$ cat config.mk
export PLATFORM = sky130hd
export DESIGN_NAME = sdram_resp
export DESIGN_NICKNAME = d
export VERILOG_FILES = /design/src/rtl/sdram_pkg.sv /design/src/rtl/sdram_resp_mem.sv /design/src/rtl/sdram_resp.sv
export SDC_FILE = /design/constraint.sdc
export NUM_CORES = 2
export LEC_CHECK = 0
export ABC_AREA = 0
export BUFFER_PORTS_ARGS = -buffer_cell sky130_fd_sc_hd__buf_2
export CAP_MARGIN = 20
export CORE_ASPECT_RATIO = 0.9
export CORE_MARGIN = 1
export CORE_UTILIZATION = 30
export CTS_BUF_LIST = sky130_fd_sc_hd__clkbuf_8 sky130_fd_sc_hd__clkbuf_16
export CTS_CLUSTER_SIZE = 8
export DETAILED_ROUTE_END_ITERATION = 8
export GPL_ROUTABILITY_DRIVEN = 0
export SLEW_MARGIN = 5
export SYNTH_ARGS = -nofsm -noshare
export SYNTH_HDL_FRONTEND = slang
export SYNTH_HIERARCHICAL = 1
export SYNTH_SLANG_ARGS = --single-unit
$ cat constraint.sdc
create_clock -name sys_clk -period 4.55 [get_ports sys_clk]
set_clock_uncertainty 0.1 [all_clocks]
set_input_delay 0 -clock sys_clk [delete_from_list [all_inputs] [get_ports sys_clk]]
set_output_delay 0 -clock sys_clk [all_outputs]
set_load 0.05 [all_outputs]
$ cat src/rtl/sdram_pkg.sv
// Shared definitions for the SDRAM responder: command encodings, mode-register
// field positions, burst-length decode and the burst-wrap helper.
package sdram_pkg;

  // {cs_l, ras_l, cas_l, we_l}; cs_l=1 is DESELECT regardless of the rest
  localparam logic [3:0] CMD_NOP   = 4'b0111;
  localparam logic [3:0] CMD_ACT   = 4'b0011;
  localparam logic [3:0] CMD_READ  = 4'b0101;
  localparam logic [3:0] CMD_WRITE = 4'b0100;
  localparam logic [3:0] CMD_PRE   = 4'b0010;
  localparam logic [3:0] CMD_AREF  = 4'b0001;
  localparam logic [3:0] CMD_MRS   = 4'b0000;

  typedef enum logic [2:0] {
    OP_NONE, OP_ACT, OP_READ, OP_WRITE, OP_PRE, OP_AREF, OP_MRS
  } op_e;

  // Mode register fields inside sd_addx
  localparam int MR_CL_MSB = 6;
  localparam int MR_CL_LSB = 4;
  localparam int MR_BL_MSB = 2;
  localparam int MR_BL_LSB = 0;
  localparam logic [2:0] MR_CL2 = 3'b010;

  // Burst-length field codes and their log2 encoding
  localparam logic [2:0] MR_BL1 = 3'd0;
  localparam logic [2:0] MR_BL2 = 3'd1;
  localparam logic [2:0] MR_BL4 = 3'd2;
  localparam logic [1:0] BL_LOG2_1 = 2'd0;
  localparam logic [1:0] BL_LOG2_2 = 2'd1;
  localparam logic [1:0] BL_LOG2_4 = 2'd2;
  localparam logic [1:0] BL_LOG2_8 = 2'd3;

  function automatic op_e decode_cmd(input logic [3:0] cmd);
    op_e op;
    op = OP_NONE;
    if (cmd[3] == 1'b0) begin
      case (cmd)
        CMD_ACT:   op = OP_ACT;
        CMD_READ:  op = OP_READ;
        CMD_WRITE: op = OP_WRITE;
        CMD_PRE:   op = OP_PRE;
        CMD_AREF:  op = OP_AREF;
        CMD_MRS:   op = OP_MRS;
        default:   op = OP_NONE;
      endcase
    end else begin
      op = OP_NONE;
    end
    return op;
  endfunction

  function automatic logic [1:0] bl_decode(input logic [2:0] field);
    logic [1:0] bl;
    case (field)
      MR_BL1:  bl = BL_LOG2_1;
      MR_BL2:  bl = BL_LOG2_2;
      MR_BL4:  bl = BL_LOG2_4;
      default: bl = BL_LOG2_8;
    endcase
    return bl;
  endfunction

  // Beats remaining after the first one (BL-1)
  function automatic logic [2:0] bl_last(input logic [1:0] bl_log2);
    logic [2:0] last;
    case (bl_log2)
      BL_LOG2_1: last = 3'd0;
      BL_LOG2_2: last = 3'd1;
      BL_LOG2_4: last = 3'd3;
      default:   last = 3'd7;
    endcase
    return last;
  endfunction

  // Column of a burst beat: upper bits fixed, low log2(BL) bits wrap
  function automatic logic [3:0] wrap_col(input logic [3:0] col, input logic [2:0] beat,
                                          input logic [1:0] bl_log2);
    logic [3:0] mask;
    logic [3:0] sum;
    mask = (4'd1 << bl_log2) - 4'd1;
    sum  = col + {1'b0, beat};
    return (col & ~mask) | (sum & mask);
  endfunction

endpackage

$ cat src/rtl/sdram_resp_mem.sv
// 256x16 storage for the SDRAM responder. Synchronous write with per-byte
// enables, combinational read. Contents are intentionally not reset.
// Ports: sys_clk; we/be/waddr/wdata write port; raddr/rdata read port.
module sdram_resp_mem
  import sdram_pkg::*;
(
  input  logic        sys_clk,
  input  logic        we,
  input  logic [1:0]  be,
  input  logic [7:0]  waddr,
  input  logic [15:0] wdata,
  input  logic [7:0]  raddr,
  output logic [15:0] rdata
);

  logic [15:0] mem_r [256];

  // Byte-masked write
  always_ff @(posedge sys_clk) begin
    if (we) begin
      if (be[0]) mem_r[waddr][7:0]  <= wdata[7:0];
      if (be[1]) mem_r[waddr][15:8] <= wdata[15:8];
    end
  end

  assign rdata = mem_r[raddr];

endmodule

$ cat src/rtl/sdram_resp.sv
// SDRAM device responder: decodes SDRAM commands, tracks two banks, stores
// written data and plays back read bursts after the CAS latency.
// Ports: sys_clk / sys_rst_l (async, active-low); sd_* command, mask, bank,
// address and write-data inputs; sd_data_out / sd_data_oe read burst;
// aref_cnt saturating AUTO REFRESH count; proto_err sticky violation flag.
// Build option: SDRAM_RESP_CHECK_EN enables protocol checking (else proto_err=0).
module sdram_resp
  import sdram_pkg::*;
(
  input  logic        sys_clk,
  input  logic        sys_rst_l,
  input  logic        sd_cs_l,
  input  logic        sd_ras_l,
  input  logic        sd_cas_l,
  input  logic        sd_wr_l,
  input  logic        sd_ldqm,
  input  logic        sd_udqm,
  input  logic        sd_ba,
  input  logic [10:0] sd_addx,
  input  logic [15:0] sd_data_in,
  output logic [15:0] sd_data_out,
  output logic        sd_data_oe,
  output logic [15:0] aref_cnt,
  output logic        proto_err
);

  op_e         op_s;
  logic [1:0]  open_r;
  logic [2:0]  row0_r, row1_r, sel_row_s;
  logic        cl3_r;
  logic [1:0]  bl_r;
  // pending read (CL shift stage); CL/BL captured at issue time
  logic [2:0]  pipe_r;
  logic        p_bank_r, p_cl3_r;
  logic [2:0]  p_row_r;
  logic [3:0]  p_col_r;
  logic [1:0]  p_bl_r;
  // active burst counter
  logic        b_bank_r;
  logic [2:0]  b_row_r, b_beat_r, b_rem_r;
  logic [3:0]  b_col_r;
  logic [1:0]  b_bl_r;
  logic        launch_s, burst_more_s;
  logic [7:0]  raddr_s;
  logic [15:0] rdata_s;
  logic        unused_s;

  assign op_s         = decode_cmd({sd_cs_l, sd_ras_l, sd_cas_l, sd_wr_l});
  assign sel_row_s    = sd_ba ? row1_r : row0_r;
  assign launch_s     = p_cl3_r ? pipe_r[2] : pipe_r[1];
  assign burst_more_s = (b_rem_r != 3'd0);
  assign unused_s     = ^sd_addx[9:7];

  // Bank open/row tracking and mode register
  always_ff @(posedge sys_clk or negedge sys_rst_l) begin
    if (!sys_rst_l) begin
      open_r <= 2'b00;
      row0_r <= 3'd0;
      row1_r <= 3'd0;
      cl3_r  <= 1'b1;
      bl_r   <= BL_LOG2_1;
    end else begin
      case (op_s)
        OP_ACT: begin
          open_r[sd_ba] <= 1'b1;
          if (sd_ba) row1_r <= sd_addx[2:0];
          else       row0_r <= sd_addx[2:0];
        end
        OP_PRE: begin
          if (sd_addx[10]) open_r <= 2'b00;
          else             open_r[sd_ba] <= 1'b0;
        end
        OP_MRS: begin
          cl3_r <= (sd_addx[MR_CL_MSB:MR_CL_LSB] != MR_CL2);
          bl_r  <= bl_decode(sd_addx[MR_BL_MSB:MR_BL_LSB]);
        end
        default: ;
      endcase
    end
  end

  // Read pipeline: READ restarts the shift stage, WRITE cancels everything
  always_ff @(posedge sys_clk or negedge sys_rst_l) begin
    if (!sys_rst_l) begin
      pipe_r   <= 3'b000;
      p_bank_r <= 1'b0;
      p_row_r  <= 3'd0;
      p_col_r  <= 4'd0;
      p_cl3_r  <= 1'b1;
      p_bl_r   <= BL_LOG2_1;
      b_bank_r <= 1'b0;
      b_row_r  <= 3'd0;
      b_col_r  <= 4'd0;
      b_bl_r   <= BL_LOG2_1;
      b_beat_r <= 3'd0;
      b_rem_r  <= 3'd0;
    end else if (op_s == OP_READ) begin
      pipe_r   <= 3'b001;
      b_rem_r  <= 3'd0;
      p_bank_r <= sd_ba;
      p_row_r  <= sel_row_s;
      p_col_r  <= sd_addx[3:0];
      p_cl3_r  <= cl3_r;
      p_bl_r   <= bl_r;
    end else if (op_s == OP_WRITE) begin
      pipe_r  <= 3'b000;
      b_rem_r <= 3'd0;
    end else if (launch_s) begin
      pipe_r   <= 3'b000;
      b_bank_r <= p_bank_r;
      b_row_r  <= p_row_r;
      b_col_r  <= p_col_r;
      b_bl_r   <= p_bl_r;
      b_beat_r <= 3'd1;
      b_rem_r  <= bl_last(p_bl_r);
    end else begin
      pipe_r <= {pipe_r[1:0], 1'b0};
      if (burst_more_s) begin
        b_beat_r <= b_beat_r + 3'd1;
        b_rem_r  <= b_rem_r - 3'd1;
      end
    end
  end

  // Read address: first beat comes from the pending stage, later beats from the counter
  always_comb begin
    raddr_s = 8'd0;
    if (launch_s) begin
      raddr_s = {p_bank_r, p_row_r, p_col_r};
    end else begin
      raddr_s = {b_bank_r, b_row_r, wrap_col(b_col_r, b_beat_r, b_bl_r)};
    end
  end

  // Registered read data / output enable
  always_ff @(posedge sys_clk or negedge sys_rst_l) begin
    if (!sys_rst_l) begin
      sd_data_oe  <= 1'b0;
      sd_data_out <= 16'h0000;
    end else if ((op_s == OP_READ) || (op_s == OP_WRITE)) begin
      sd_data_oe  <= 1'b0;
      sd_data_out <= 16'h0000;
    end else if (launch_s || burst_more_s) begin
      sd_data_oe  <= 1'b1;
      sd_data_out <= rdata_s;
    end else begin
      sd_data_oe  <= 1'b0;
      sd_data_out <= 16'h0000;
    end
  end

  // Saturating AUTO REFRESH counter
  always_ff @(posedge sys_clk or negedge sys_rst_l) begin
    if (!sys_rst_l) begin
      aref_cnt <= 16'h0000;
    end else if ((op_s == OP_AREF) && (aref_cnt != 16'hFFFF)) begin
      aref_cnt <= aref_cnt + 16'd1;
    end else begin
      aref_cnt <= aref_cnt;
    end
  end

  sdram_resp_mem u_mem (
    .sys_clk (sys_clk),
    .we      (op_s == OP_WRITE),
    .be      ({~sd_udqm, ~sd_ldqm}),
    .waddr   ({sd_ba, sel_row_s, sd_addx[3:0]}),
    .wdata   (sd_data_in),
    .raddr   (raddr_s),
    .rdata   (rdata_s)
  );

`ifdef SDRAM_RESP_CHECK_EN
  logic viol_s;

  // Violation detect uses bank state before this edge's update
  always_comb begin
    viol_s = 1'b0;
    case (op_s)
      OP_READ, OP_WRITE: viol_s = ~open_r[sd_ba];
      OP_ACT:            viol_s = open_r[sd_ba];
      OP_MRS:            viol_s = |open_r;
      default:           viol_s = 1'b0;
    endcase
  end

  // Sticky protocol error flag
  always_ff @(posedge sys_clk or negedge sys_rst_l) begin
    if (!sys_rst_l) begin
      proto_err <= 1'b0;
    end else if (viol_s) begin
      proto_err <= 1'b1;
    end else begin
      proto_err <= proto_err;
    end
  end
`else
  assign proto_err = 1'b0;
`endif

endmodule

==> flow_metrics.tcl <==
set metrics [dict create \
    synth_edf_count 4096 \
    core_um2 541000 \
    avgSynthCellArea_um2 20.5 \
    r2r_start "b_beat_r[0]" \
    synthFlopType "edfxtp_1" \
    path_max_fanout 33 \
    cts_made_buffers 592 \
    htree_levels 6 \
    setup_viol 0 \
    synthArstFlopShare_pct 1.73 \
    ys.warnings.count 6 \
    maxSlewViolCount 0 \
    clkLatencyLatePin_ns 1.04 \
    dieHeight_um 702 \
    period_share_pct 98.7 \
    vias_per_cell 5.24 \
    ys_seq_elements 4168 \
    slew_headroom_pct 22.2 \
    cp.arrival_ns 5.33 \
    syn_nets 8017 \
    p_sw_mw 47.0 \
    synth_area_um2 164000 \
    antenna_found_initial 46 \
    fin_ws_ns 0.0579 \
    violations "negative hold slack" \
    dp_hpwl_um 267000 \
    final_net_count 8689 \
    wirelength_um 439000 \
    antenna_left 0 \
    cp.required_ns 5.39 \
    outcome "complete, but fails checks" \
    die_x_um 780 \
    die_area_um2 548000 \
    grt_usage_pct 15.5 \
    synth_cell_types 81 \
    min_from "sd_data_in[14]" \
    cap_violations 0 \
    area_growth_pct 17.2 \
    p_leak_nw 60.5 \
    pwr_density_cell_nw_per_um2 719 \
    clock_sinks 4168 \
    crit_type "reg -> reg" \
    pwr-share-clk_pct 28.3 \
    drt_iter0_markers 10100 \
    synth_seq_area_share_pct 76.3 \
    combPwrFrac_pct 40.6 \
    place_ws_ns 0.0297 \
    clk_pin_slew_ns 0.06 \
    sequentialPowerShare_pct 31.1 \
    cp-startpoint "b_beat_r[0]" \
    drc_errors 0 \
    cts_tree "built" \
    start_util_pct 30.2 \
    min_path_type "in -> reg" \
    rows 256 \
    min_period_ns 4.49 \
    grt_max_degree 173 \
    pin_count 70 \
    fin_hold_ws_ns -0.00947 \
    finalPower_mw 138 \
    cp-start-kind "flop" \
    internal_power_mw 90.8 \
    clockRootBuffer "clkbuf_16" \
    ir_worst_vdd_mv 0.611 \
    post-route-util_pct 35.4 \
    via_count 84100 \
    finalHoldViolations 2 \
    drive_gt1_share_pct 24.2 \
    io_buffers 64 \
    grt_pass1_vias 84900 \
    firstDrtPassIters 8 \
    tightest_slew_ns 1.17 \
    wl_per_cell_um 27.3 \
    critPathCaptureType "flop" \
    netSwitchingFraction_pct 34.1 \
    fmax_ghz 0.223 \
    netlist_instances 7974 \
    grt_remaining_overflow 0 \
    fillers 49500 \
    grt_pass1_wl_um 624000 \
    clk_path_buf_depth 4 \
]
==> metal layers <==
metal  global-route usage [%]  routed length [um]
met4                     5.31               15100
met1                     21.0              176000
met5                        0                 170
met3                     3.44               41700
met2                     24.7              206000
==> cells in the final DEF, fill, tap and decap left out, drive strengths merged, types with 163 or more instances in the layout <==
master,instances
buf,502
clkbuf,616
edfxtp,4096
inv,163
mux2i,529
mux4,861
nand2,193
nor2,589
o221ai,176
o22ai,164
==> power groups by stage <==
stage | combinational (mW) | clock, mW | sequential, mW
floorplan | 37.1 | 0 | 43.6
global placement | 55.1 | 0 | 43.5
detailed placement | 55.3 | 0 | 43.6
CTS | 55.6 | 39.7 | 42.8
global route | 58.4 | 41.2 | 42.8
finish | 55.9 | 39.0 | 42.8
==> cell type report <==
type	instances	area (um^2)	area share [%]
flip-flops and latches	4168	125000	65.1
multi-input cells	3292	35600	18.6
clock buffers	597	14900	7.79
well taps	7224	9040	4.72
repair buffers	574	5770	3.01
clock inverters	174	1380	0.722
inverters	18	80.1	0.0418
diodes	20	50.0	0.0261
==> flip-flops by register name (all words and copies together) (netlist names) <==
| register | flops |
|---|---|
| u_mem/mem_r | 4096 |
| aref_cnt | 16 |
| sd_data_out | 16 |
| b_col_r | 4 |
| p_col_r | 4 |
| b_beat_r | 3 |
| b_rem_r | 3 |
| b_row_r | 3 |
| p_row_r | 3 |
| pipe_r | 3 |
| row0_r | 3 |
| row1_r | 3 |
| b_bl_r | 2 |
| bl_r | 2 |
| p_bl_r | 2 |
| b_bank_r | 1 |
| cl3_r | 1 |
| p_bank_r | 1 |
| p_cl3_r | 1 |
| sd_data_oe | 1 |
==> what timing repair did <==
item                                   in CTS  in global routing
hold buffers                               53                  1
setup endpoints to repair                   0                 12
endpoints found under the hold margin    3533                 24
buffers inserted                            0                  1
gates resized for setup                     0                 30
==> cell families (layout without fill, tap and decap cells) <==
family / count (synthesis) / in the layout / synth area share [%]
mux: 1441 / 1441 / 15.5
xor+xnor: 17 / 17 / 0.0911
fa+ha+maj: 7 / 7 / 0.0582
other cells: 1 / 21 / 0.00229
simple gates: 1142 / 1142 / 3.08
flops: 4168 / 4168 / 76.3
compound gates: 684 / 684 / 2.92
buf+inv: 514 / 1363 / 2.05
==> critical path, stage by stage (launching register included) <==
cell and delay, ns:
dfrtp_1 0.41, ha_1 0.23, fa_1 0.50, mux2i_1 0.12
a21oi_4 0.31, buf_4 0.18, buf_12 0.20, buf_12 0.28
buf_4 0.20, mux4_2 0.34, mux4_2 0.47, a22oi_1 0.41
a22o_1 0.35, nor4_1 0.10, and2_1 0.15
==> path summary, 6_finish.rpt <==
| path | to | cells after the start | slack [ns] |
|---|---|---|---|
| worst max-delay path | sd_data_out[12] | 14 | 0.06 |
| worst min-delay path | u_mem/mem_r[102][14] | 2 | -0.009 |
| worst max register to register | sd_data_out[12] | 14 | 0.06 |
| worst min register to register | pipe_r[1] | 2 | 0.39 |
| max in group asynchronous | sd_data_out[11] | 6 | 2.82 |
| min in group asynchronous | aref_cnt[9] | 5 | 0.43 |
==> metrics by stage <==
| step | setup TNS, ns | instance area, um^2 | std cells | hold slack (ns) |
|---|---|---|---|---|
| 3_5_place_dp | 0 | 175000 | 15200 | -0.149 |
| 6_report | 0 | 192000 | 16100 | -0.00947 |
| 3_3_place_gp | -1.23 | 174000 | 15200 | -0.158 |
| 5_1_grt | -0.00218 | 192000 | 16100 | 0.0261 |
| 2_1_floorplan | 0 | 164000 | 7974 | -0.396 |
| 4_1_cts | 0 | 191000 | 16000 | 0.0144 |
==> synthesized netlist by cell type, types with 7 or more instances <==
cell type | count | area, um^2
mux4_1 | 17 | 447
nor3_1 | 127 | 636
nor2b_1 | 15 | 93.8
buf_4 | 41 | 308
o311ai_0 | 12 | 105
a22oi_1 | 33 | 248
mux2i_1 | 529 | 5300
a21oi_1 | 131 | 656
buf_6 | 79 | 890
a31oi_1 | 11 | 68.8
a22o_1 | 10 | 87.6
inv_1 | 16 | 60.1
o21ai_0 | 68 | 340
nand3_1 | 81 | 405
edfxtp_1 | 4096 | 123000
and2_1 | 20 | 125
a211oi_1 | 28 | 210
xor2_1 | 15 | 131
buf_12 | 13 | 260
a2111oi_0 | 12 | 105
nor2_1 | 589 | 2210
and3_1 | 11 | 68.8
nand4_1 | 26 | 163
buf_1 | 33 | 124
and4_1 | 7 | 61.3
mux2_2 | 51 | 574
buf_8 | 20 | 300
o221ai_1 | 173 | 1520
or3_1 | 10 | 62.6
nand2b_1 | 13 | 81.3
clkbuf_1 | 200 | 751
buf_2 | 94 | 470
nor4_1 | 19 | 119
dfrtp_1 | 70 | 1750
nand2_1 | 192 | 721
o22ai_1 | 164 | 1030
clkbuf_8 | 8 | 110
mux4_2 | 844 | 19000
(Power assumes the default switching activity.)
